$ cat src/rtl/lsu_ctrl.sv
// lsu_ctrl: load/store unit between execute and data memory.
// One access in flight. Stores build a byte mask and replicate the store
// data across lanes. Loads wait for dm_valid, then extract and extend the
// addressed byte or half. A one-cycle rsp_valid pulse reports completion.
// Optional feature macro: MISALIGN_TRAP_EN. When it is defined, misaligned
// halfword/word accesses respond with rsp_err and never touch memory. When it
// is undefined, the low address bits are forced to natural alignment.
module lsu_ctrl #(
  parameter int Address = 8,
  parameter int TIMEOUT = 15
) (
  input  logic               clk,
  input  logic               rst,
  input  logic               req_valid,
  output logic               req_ready,
  input  logic               req_store,
  input  logic [2:0]         req_funct3,
  input  logic [31:0]        req_addr,
  input  logic [31:0]        req_wdata,
  output logic               dm_request,
  output logic               dm_we_re,
  output logic               dm_load,
  output logic [3:0]         dm_mask,
  output logic [Address-1:0] dm_address,
  output logic [31:0]        dm_data_in,
  input  logic               dm_valid,
  input  logic [31:0]        dm_data_out,
  output logic               rsp_valid,
  output logic [31:0]        rsp_rdata,
  output logic               rsp_err
);

  localparam int CNT_W = $clog2(TIMEOUT + 1);

  localparam logic [1:0] S_IDLE  = 2'd0;
  localparam logic [1:0] S_ISSUE = 2'd1;
  localparam logic [1:0] S_WAIT  = 2'd2;
  localparam logic [1:0] S_RESP  = 2'd3;

  logic [1:0]         state;
  logic [CNT_W-1:0]   wait_cnt;
  logic               err_p0;
  logic               store_p0;
  logic [2:0]         f3_p0;
  logic [Address+1:0] addr_p0;
  logic [31:0]        wdata_p0;
  logic [31:0]        rdata_p0;
  logic               accept;
  logic               misalign;
  logic               issue;
  logic               unused_addr_hi;

  // Byte-address bits above the word address wrap around and are dropped.
  assign unused_addr_hi = ^req_addr[31:Address+2];

  // Width/sign encodings the LSU understands; BU/HU exist only for loads.
  function automatic logic op_illegal(input logic st, input logic [2:0] f3);
    logic bad;
    case (f3)
      3'b000, 3'b001, 3'b010: bad = 1'b0;
      3'b100, 3'b101:         bad = st;
      default:                bad = 1'b1;
    endcase
    return bad;
  endfunction

  // Byte lanes touched; a halfword always sits on an even lane pair.
  function automatic logic [3:0] lane_mask(input logic [1:0] sz, input logic [1:0] o);
    logic [3:0] m;
    case (sz)
      2'b00:   m = 4'b0001 << o;
      2'b01:   m = 4'b0011 << {o[1], 1'b0};
      default: m = 4'b1111;
    endcase
    return m;
  endfunction

  // Replicate narrow store data so every enabled lane sees the right bytes.
  function automatic logic [31:0] store_rep(input logic [1:0] sz, input logic [31:0] w);
    logic [31:0] r;
    case (sz)
      2'b00:   r = {4{w[7:0]}};
      2'b01:   r = {2{w[15:0]}};
      default: r = w;
    endcase
    return r;
  endfunction

  // Pick the addressed byte/half from the raw word and sign/zero-extend it.
  function automatic logic [31:0] load_ext(input logic [2:0] f3, input logic [1:0] o,
                                           input logic [31:0] w);
    logic [7:0]  b;
    logic [15:0] h;
    logic [31:0] r;
    b = w[{o, 3'b000} +: 8];
    h = o[1] ? w[31:16] : w[15:0];
    case (f3[1:0])
      2'b00:   r = f3[2] ? {24'd0, b} : {{24{b[7]}}, b};
      2'b01:   r = f3[2] ? {16'd0, h} : {{16{h[15]}}, h};
      default: r = w;
    endcase
    return r;
  endfunction

`ifdef MISALIGN_TRAP_EN
  assign misalign = ((req_funct3[1:0] == 2'b01) && req_addr[0]) ||
                    ((req_funct3[1:0] == 2'b10) && (req_addr[1:0] != 2'b00));
`else
  assign misalign = 1'b0;
`endif

  assign accept = req_valid && (state == S_IDLE);
  assign issue  = (state == S_ISSUE);

  // Control FSM: accept, issue one memory strobe, wait for data, respond.
  always_ff @(posedge clk) begin
    if (rst) begin
      state    <= S_IDLE;
      wait_cnt <= '0;
      err_p0   <= 1'b0;
    end else begin
      case (state)
        S_IDLE: begin
          if (accept) begin
            if (op_illegal(req_store, req_funct3) || misalign) begin
              state  <= S_RESP;
              err_p0 <= 1'b1;
            end else begin
              state  <= S_ISSUE;
              err_p0 <= 1'b0;
            end
          end
        end
        S_ISSUE: begin
          state    <= store_p0 ? S_RESP : S_WAIT;
          wait_cnt <= '0;
        end
        S_WAIT: begin
          if (dm_valid) begin
            state <= S_RESP;
          end else if (wait_cnt >= CNT_W'(TIMEOUT - 1)) begin
            state  <= S_RESP;
            err_p0 <= 1'b1;
          end else begin
            wait_cnt <= wait_cnt + 1'b1;
          end
        end
        default: state <= S_IDLE;
      endcase
    end
  end

  // Request capture at acceptance; load result captured when memory answers.
  always_ff @(posedge clk) begin
    if (accept) begin
      store_p0 <= req_store;
      f3_p0    <= req_funct3;
      addr_p0  <= req_addr[Address+1:0];
      wdata_p0 <= req_wdata;
      rdata_p0 <= '0;
    end else if ((state == S_WAIT) && dm_valid) begin
      rdata_p0 <= load_ext(f3_p0, addr_p0[1:0], dm_data_out);
    end
  end

  // Outputs decode from state so they are quiet outside ISSUE/RESP.
  always_comb begin
    req_ready  = (state == S_IDLE);
    dm_request = issue;
    dm_we_re   = issue && store_p0;
    dm_load    = issue && !store_p0;
    dm_mask    = issue ? lane_mask(f3_p0[1:0], addr_p0[1:0]) : 4'b0000;
    dm_address = issue ? addr_p0[Address+1:2] : '0;
    dm_data_in = (issue && store_p0) ? store_rep(f3_p0[1:0], wdata_p0) : 32'd0;
    rsp_valid  = (state == S_RESP);
    rsp_rdata  = (state == S_RESP) ? rdata_p0 : 32'd0;
    rsp_err    = (state == S_RESP) && err_p0;
  end

endmodule

$ cat config.mk
export PLATFORM = sky130hd
export DESIGN_NAME = lsu_ctrl
export DESIGN_NICKNAME = d
export VERILOG_FILES = /design/src/rtl/lsu_ctrl.sv
export SDC_FILE = /design/constraint.sdc
export NUM_CORES = 1
export LEC_CHECK = 0
export ABC_AREA = 1
export CAP_MARGIN = 10
export CORE_MARGIN = 5
export CORE_UTILIZATION = 39
export CTS_CLUSTER_SIZE = 30
export DETAILED_ROUTE_END_ITERATION = 10
export PLACE_DENSITY = 0.86
export SYNTH_ARGS = -nofsm -noshare
export SYNTH_HDL_FRONTEND = slang
export SYNTH_SLANG_ARGS = --single-unit
$ cat constraint.sdc
create_clock -name clk -period 1.96 [get_ports clk]
set_input_delay 0.392 -clock clk [delete_from_list [all_inputs] [get_ports clk]]
set_output_delay 0.392 -clock clk [all_outputs]
set_load 0.05 [all_outputs]
== Yosys cells after proc, flatten, opt, wreduce, memory -nomap -nowiden ==
Cells that the tools add are included.
Storage, ports and cells
  register bits: 85
  input port bits: 104
  word-level logic and storage cells: 70
Operators by class
  add/subtract/negate cells: 1
  $lt $le $gt $ge: 1
  equal/unequal tests: 13
  shift-type cells: 3
  muxes and demuxes: 28
  reduce and logical (&&, ||, !) cells: 16
Operator list (count)
  $mux 32: 4
  $pmux 32 s2: 2
  $shiftx 32x6->8: 1
  $mux 16: 1
  $pmux 4 s2: 2
  $mux 4: 3
  $mux 1: 8
  $mux 2: 4
  $mux 8: 1
  $eq 3x3->1 const B: 2
  $ne 2x2->1 const B: 3
  $pmux 2 s3: 1
  $logic_and 1x1->1: 5
  $add 4x1->4 const B: 1
  $eq 2x1->1 const B: 2
  $eq 2x2->1 const B: 2
  $ge 4x4->1 const B: 1
  $logic_not 2->1: 2
  $pmux 1 s2: 2
  $reduce_and 4->1: 1
  $reduce_bool 2->1: 2
  $shl 1x2->4 const A: 1
  $shl 2x2->4 const A: 1
  $eq 3x1->1 const B: 1
  other kinds (9): 9

== Logic depth before layout (Yosys ltp) ==
  depth in word-level cells: 9
  gate-level depth with buffers: 10

== Least setup slack after synthesis ==
No wires, ideal clock.
  kind: reg-to-output
  start: register state[1]
  end: output dm_data_in[16]
  data arrival time: 2.733 ns
  setup slack: -1.165 ns
  cell stages (with the launch flop): 8
  buffers on the path: 1
  cells stage by stage: dfxtp_1 > inv_1 > ha_1 > nand2_1 > inv_1 > clkbuf_1 > o21ai_0 > a21oi_1
Between the ends
  word-level cells in the longest chain between the ends: 3
RTL lines
  start: declaration: line 40  | logic [1:0] state;
  start signal: assignment: line 135  | state <= store_p0 ? S_RESP : S_WAIT;
  $eq 2x1->1: line 113  | assign issue = (state == S_ISSUE);
  net dm_request: line 20  | output logic dm_request,
  $logic_and 1x1->1
  net dm_we_re: line 21  | output logic dm_we_re,
  $mux 32: line 174  | dm_data_in = (issue && store_p0) ? store_rep(f3_p0[1:0], wdata_p0) : 32'd0;
  end: declaration: line 25  | output logic [31:0] dm_data_in,
The timed path passes the listed nets, and every way through them passes these cells.

== Worst setup path in the final report ==
  start: register f3_p0[1]
  end: output dm_data_in[18]
Between the ends
  word-level cells in the longest chain between the ends: 3
  elaborated cells between the ends (all ways): 4
RTL lines
  start: declaration: line 44  | logic [2:0] f3_p0;
  start signal: assignment: line 157  | f3_p0 <= req_funct3;
  $eq 2x1->1 or $logic_not 2->1 (tied branches): line 81  | case (sz)
  $pmux 32 s2 *: line 81
  $mux 32 *: line 174
Every way passes the cells marked *; elsewhere a longest branch is shown, timed or not.

==> metrics.txt <==
# TYPE chip_impl_metric gauge
chip_impl_info{name="crit_type",value="flop to primary output"} 1
chip_impl_metric{name="crit_required",unit="ns"} 1.57
chip_impl_metric{name="dieWidth",unit="um"} 117
chip_impl_metric{name="synthesis.instances",unit=""} 573
chip_impl_info{name="worstPathCellList",value="buf_8 -> inv_8 -> clkbuf_16 -> o21ai_2 -> a21oi_4 -> buf_12"} 1
chip_impl_metric{name="yosys_warnings",unit=""} 0
chip_impl_metric{name="mappedNetlistArea",unit="sq um"} 4470
chip_impl_metric{name="vias",unit=""} 4881
chip_impl_metric{name="antenna-diode-count",unit=""} 0
chip_impl_metric{name="synthDominantCellAreaShare",unit="%"} 30.9
chip_impl_metric{name="floorplan.initialDensity",unit="%"} 39.5
chip_impl_metric{name="largest_net_degree_at_the_start_of_global_routing",unit=""} 50
chip_impl_metric{name="power_leakage",unit="uW"} 0.00332
chip_impl_info{name="crit_path_top_delay_cell",value="edfxtp_1"} 1
chip_impl_metric{name="h-tree-depth",unit=""} 3
chip_impl_metric{name="antenna_violating_nets_post_route",unit=""} 0
chip_impl_info{name="cts_tree",value="built"} 1
chip_impl_info{name="worst_hold_path_type",value="flop to flop"} 1
chip_impl_info{name="worst_path_dominant_cell_family",value="buffers and inverters"} 1
chip_impl_metric{name="fin_setup_tns",unit="ns"} -4.87
chip_impl_metric{name="period_needed",unit="ns"} 2.09
chip_impl_metric{name="grt_first_pass_wirelength",unit="um"} 26100
chip_impl_metric{name="via_per_inst",unit=""} 5.39
chip_impl_metric{name="number_of_core_rows",unit=""} 39
chip_impl_metric{name="critPathArrivalTime",unit="ns"} 1.70
chip_impl_info{name="outcome",value="finished, violations left"} 1
chip_impl_metric{name="power.ir.vdd_worst",unit="uV"} 862
chip_impl_metric{name="place.gp.congestion",unit=""} 0.884
chip_impl_metric{name="power-per-cell-area",unit="nW/um^2"} 1180
chip_impl_info{name="post-synth-top-area-cell",value="edfxtp_1"} 1
chip_impl_metric{name="grt-ovfl-total",unit=""} 0
chip_impl_metric{name="syn_avg_cell_area",unit="sq um"} 7.80
chip_impl_metric{name="crit_path_max_fanout",unit=""} 6
chip_impl_metric{name="dpl.hpwl",unit="um"} 10700
chip_impl_metric{name="floorplan.io_pins",unit=""} 186
chip_impl_metric{name="num-nets-final",unit=""} 867
chip_impl_metric{name="aggregate_global_route_resource_usage",unit="%"} 25.0
chip_impl_metric{name="core_area",unit="sq um"} 11300
chip_impl_metric{name="area_delta_synth_final",unit="%"} 82.9
chip_impl_info{name="yosys-top-cells-area",value="edfxtp_1, dfxtp_1, nand2_1"} 1
chip_impl_metric{name="skew",unit="ns"} 0.00826
chip_impl_metric{name="holdWs",unit="ns"} 0.515
chip_impl_metric{name="wirelength",unit="um"} 17700
chip_impl_metric{name="synth_sequential_area_ratio",unit="%"} 48.4
chip_impl_metric{name="cap_violations",unit=""} 0
chip_impl_metric{name="setup_violations",unit=""} 59
chip_impl_metric{name="fmax",unit="MHz"} 479
chip_impl_metric{name="tritoncts.num_buffers",unit=""} 9
chip_impl_metric{name="drive_above_1_share",unit="%"} 36.7
chip_impl_metric{name="cts_num_sinks",unit=""} 85
chip_impl_metric{name="synth.net_count",unit=""} 683
chip_impl_metric{name="yosysUniqueCellTypes",unit=""} 30
chip_impl_metric{name="drt_first_pass_iters",unit=""} 6
chip_impl_metric{name="final_hold_viol_count",unit=""} 0
chip_impl_metric{name="die_height",unit="um"} 117
chip_impl_metric{name="worst_slew_pin_slew",unit="ns"} 0.309
chip_impl_metric{name="layout.filler_cells",unit=""} 734
chip_impl_metric{name="post_drt_wl_per_cell",unit="um"} 19.5
chip_impl_metric{name="layout_worst_path_cycle_share",unit="%"} 107
chip_impl_info{name="worstSetupEndpointType",value="primary output"} 1
chip_impl_info{name="violations",value="setup timing"} 1
chip_impl_info{name="timing.critical_path.from_type",value="flop"} 1
chip_impl_info{name="cts.root.buffer_cell",value="clkbuf_16"} 1
chip_impl_metric{name="max_slew_margin",unit="%"} 79.2
chip_impl_metric{name="ctsLongestPathBuffers",unit=""} 2
chip_impl_metric{name="postSynthRegisterBits",unit=""} 85
chip_impl_metric{name="drc",unit=""} 0
chip_impl_info{name="rsz0062_at_grt",value="yes"} 1
chip_impl_metric{name="setup_ws",unit="ns"} -0.128
chip_impl_metric{name="number_of_max_slew_violations_in_the_final_report",unit=""} 0
chip_impl_metric{name="grt_pass1_vias",unit=""} 4895
chip_impl_metric{name="initialDrtViolationCount",unit=""} 438
chip_impl_metric{name="critPathMaxStageDelay",unit="ns"} 0.51
chip_impl_metric{name="path_buf_inv",unit=""} 4
chip_impl_metric{name="clk-insertion-delay-late",unit="ns"} 0.35
chip_impl_metric{name="overall_die_area",unit="sq um"} 13700
chip_impl_metric{name="clkTransAtPathRegs",unit="ns"} 0.07
chip_impl_metric{name="antenna_found_initial",unit=""} 0
chip_impl_metric{name="port_buffers",unit=""} 163
placed cells by master (no fill, tap or decap), types with 3 or more instances in the layout:
master	Yosys	routed
a21oi_4	0	8
nor2_4	1	8
buf_6	2	20
nand2_1	115	98
inv_1	109	73
nor2_1	44	20
buf_12	0	68
o21ai_4	0	7
nor2_2	1	18
o21ai_0	47	31
o22ai_2	0	5
clkbuf_16	0	13
clkdlybuf4s50_1	0	81
or2_2	16	16
a21oi_1	27	18
o21ai_2	0	9
inv_2	5	5
o211ai_1	7	7
clkinvlp_4	0	33
inv_6	0	3
nand2_4	2	4
dfxtp_1	39	37
o21ai_1	6	6
nand3_1	31	31
edfxtp_1	46	46
buf_8	1	4
o22ai_1	15	9
nand2_2	3	18
o21bai_1	17	17
buf_4	2	21
ha_1	6	3
cell type report:
class / instances / area, sq um / share of cell area (%)
Clock inverter: 6 / 70.1 / 0.857
Sequential cell: 85 / 2160 / 26.5
Timing Repair Buffer: 200 / 2770 / 33.9
Tap cell: 143 / 179 / 2.19
Multi-Input combinational cell: 347 / 2200 / 26.9
Clock buffer: 10 / 229 / 2.80
Inverter: 114 / 566 / 6.92
state kept, by name (all words and copies together), names as in the netlist:
name and flops:
addr_p0 10, rdata_p0 32, state 2, err_p0 1, wait_cnt 4, f3_p0 3
store_p0 1, wdata_p0 32
per-layer routing:
metal	GRT usage (%)	part of all wire, %	up-vias
met2	43.0	49	317
met3	6.12	9.7	83
met4	14.5	6.3	0
met1	28.3	35	2280
li1	-	-	2201
met5	0	0	-
what timing repair did:
| action | in CTS | in global routing |
|---|---|---|
| resized for setup | 82 | 33 |
| endpoints found under the setup margin | 37 | 74 |
| hold buffers | 0 | 0 |
| gates cloned | 2 | 4 |
| buffers inserted | 13 | 3 |
| pin swaps | 7 | 9 |
synth_stat cells (all sizes together):
master / instances
ha: 6
o22ai: 15
buf: 15
a211oi: 2
xor2: 1
a21oi: 27
clkbuf: 12
inv: 114
edfxtp: 46
nor3: 3
o211ai: 7
o21bai: 17
nand2: 120
dfxtp: 39
nor2: 46
nand4: 1
nand3: 33
o21ai: 53
or2: 16
worst min-delay path: stages, from the launching register on:
cell and delay, ns:
dfxtp_1 0.34, a21oi_1 0.05, nor2_1 0.09
cells by family after synthesis:
family	synth area share, %
xor gates and xnor gates	0.196
and+or+nand+nor	21.5
DFF	48.4
adders and majority gates	1.68
buffers and inverters	12.9
AOI/OAI and AO/OA	15.4
where the power goes:
group	switching (uW)	leakage [uW]	internal (uW)
Combinational	2840	0.00242	2040
Sequential	414	0.000757	2550
Clock	787	0.000143	1000
Total	4040	0.00332	5590
path summary, 6_finish.rpt:
path | startpoint | slack [ns] | cells past startpoint | end
min | err_p0$_SDFFE_PP0P_ | 0.52 | 2 | err_p0$_SDFFE_PP0P_
max | f3_p0[1]$_DFFE_PP_ | -0.13 | 6 | dm_data_in[18]
min reg2reg | err_p0$_SDFFE_PP0P_ | 0.52 | 2 | err_p0$_SDFFE_PP0P_
max reg2reg | f3_p0[1]$_DFFE_PP_ | 0.16 | 9 | rdata_p0[7]$_SDFFE_PP0P_
stage by stage:
step / setup slack, ns / power [uW] / util, % / cells / area, sq um
floorplan: -0.129 / 5450 / - / 573 / 4830
global route: -0.175 / 10100 / 72.2 / 905 / 8180
detailed placement: 0.0650 / 6950 / 63.7 / 867 / 7210
finish: -0.128 / 9630 / 72.2 / 905 / 8180
global placement: 0.0934 / 6840 / 63.7 / 867 / 7210
CTS: -0.0628 / 9190 / 70.1 / 898 / 7930
No activity file was read; power rests on OpenSTA's default activity.
==> edit (config.mk and constraints unchanged) <==
`Address`: 8 -> 16.
--- a/src/rtl/lsu_ctrl.sv
+++ b/src/rtl/lsu_ctrl.sv
@@ -6,7 +6,7 @@
 // halfword/word accesses respond with rsp_err and never touch memory. When it
 // is undefined, the low address bits are forced to natural alignment.
 module lsu_ctrl #(
-  parameter int Address = 8,
+  parameter int Address = 16,
   parameter int TIMEOUT = 15
 ) (
   input  logic               clk,
Ports: changed (resized dm_address); port bits go from 186 to 194. The function was not compared with the original's and may differ.
==> edit against the original RTL <==
- worst setup slack got worse by 0.021 ns
- fmax down 0.98%
- core utilization is 6.2 points higher
- the run still ends with setup timing left
- synthesized cell count increased by 4.2%
- sequential cell count grew 8
- power increased by 15%
- design area is 15% higher
- area after synthesis increased by 6.3%
- routed wire length up 11%
- critical path type unchanged
==> edit: results (changes against the original RTL) <==
INFO  run_status     run_status=finished, violations left
INFO  run_status     violations_in_the_final_reports=setup timing
INFO  synthesis      synthDistinctLibCells=29 [-3.3%]
INFO  grt            vias_in_the_first_global_route=4878 [-0.35%]
INFO  layout         post_route_cells_drive_above_1_share=41.3% [+4.6 points]
INFO  sta            timing.final.ws_setup=-0.149ns [-0.0207 ns]
INFO  sta            setup_viol=37 [-37%]
INFO  grt            grt_util_met2=40.1% [-2.9 points]
INFO  layout         fillCellCount=655 [-11%]
INFO  clock_tree     post_cts_setup_repair_bufs=17 [+4]
INFO  synthesis      synth_nets=707 [+3.5%]
INFO  synthesis      seq_area_frac_synth=50.6% [+2.2 points]
INFO  place          routabilityCongestion=0.916 [+3.7%]
INFO  route          route.detailed.vias_per_inst=5.27 [-2.3%]
INFO  power          p_total=11100uW [+15%]
INFO  synthesis      synth-edff-count=54 [+17%]
INFO  route          met3RoutedLength=1140um [-34%]
INFO  power          ir_worst_vdd=853uV [-1.0%]
INFO  grt            grt_util_met3=3.93% [-2.2 points]
INFO  route          drt-initial-drc-count=406 [-7.3%]
INFO  grt            grt_max_degree=52 [+4.0%]
INFO  sta            timing.max_slew.rel_slack=64.1% [-15 points]
INFO  route          met1_length=7330um [+17%]
INFO  power          p_leak=0.00406uW [+22%]
INFO  grt            grt_util_met1=27.8% [-0.49 points]
INFO  power          power.share.combinational=52.6% [+2.0 points]
INFO  place          postPlaceCellArea=7930squm [+10%]
INFO  power          netSwitchingFraction=42.6% [+0.72 points]
INFO  power          seq_power_share=30.5% [-0.3 points]
edit: cell count changes after synthesis, moves of 3 or more:
cell | before | now
sky130_fd_sc_hd__edfxtp_1 | 46 | 54
sky130_fd_sc_hd__inv_1 | 109 | 119
sky130_fd_sc_hd__buf_2 | 10 | 13
sky130_fd_sc_hd__nand2_1 | 115 | 125
sky130_fd_sc_hd__o21ai_0 | 47 | 51
sky130_fd_sc_hd__o21ai_1 | 6 | 1
edit: worst paths after layout:
path / to / slack, ns / from
worst max register to register: rdata_p0[13] / 0.16 / f3_p0[1]
worst min-delay path: wait_cnt[3] / 0.51 / wait_cnt[3]
worst max-delay path: dm_data_in[15] / -0.15 / f3_p0[1]
worst min register to register: wait_cnt[3] / 0.51 / wait_cnt[3]
edit: final cells by class:
cell class / count / area share (%)
Clock buffer: 10 / 2.55
Clock inverter: 6 / 0.880
Inverter: 122 / 6.48
Multi-Input combinational cell: 355 / 27.6
Sequential cell: 93 / 25.7
Tap cell: 147 / 1.96
Timing Repair Buffer: 233 / 34.7
Timing Repair inverter: 1 / 0.0800
edit: kinds of logic after synthesis:
family | count (synthesis) | share of synthesized area, %
fa+ha+maj | 6 | 1.58
simple gates | 228 | 20.9
xor+xnor | 1 | 0.184
buf+inv | 149 | 12.4
flops | 93 | 50.6
compound gates | 120 | 14.4
edit: metrics by stage:
step | instances | hold WS (ns) | setup WS (ns) | TNS [ns] | utilization (%)
floorplan | 597 | 0.451 | -0.0550 | -3.06 | -
global placement | 917 | 0.480 | 0.0406 | 0 | 66.3
detailed placement | 917 | 0.495 | -0.0628 | -0.232 | 66.3
CTS | 952 | 0.505 | -0.109 | -1.72 | 72.4
global route | 967 | 0.564 | -0.198 | -5.08 | 78.4
finish | 967 | 0.508 | -0.149 | -2.57 | 78.4
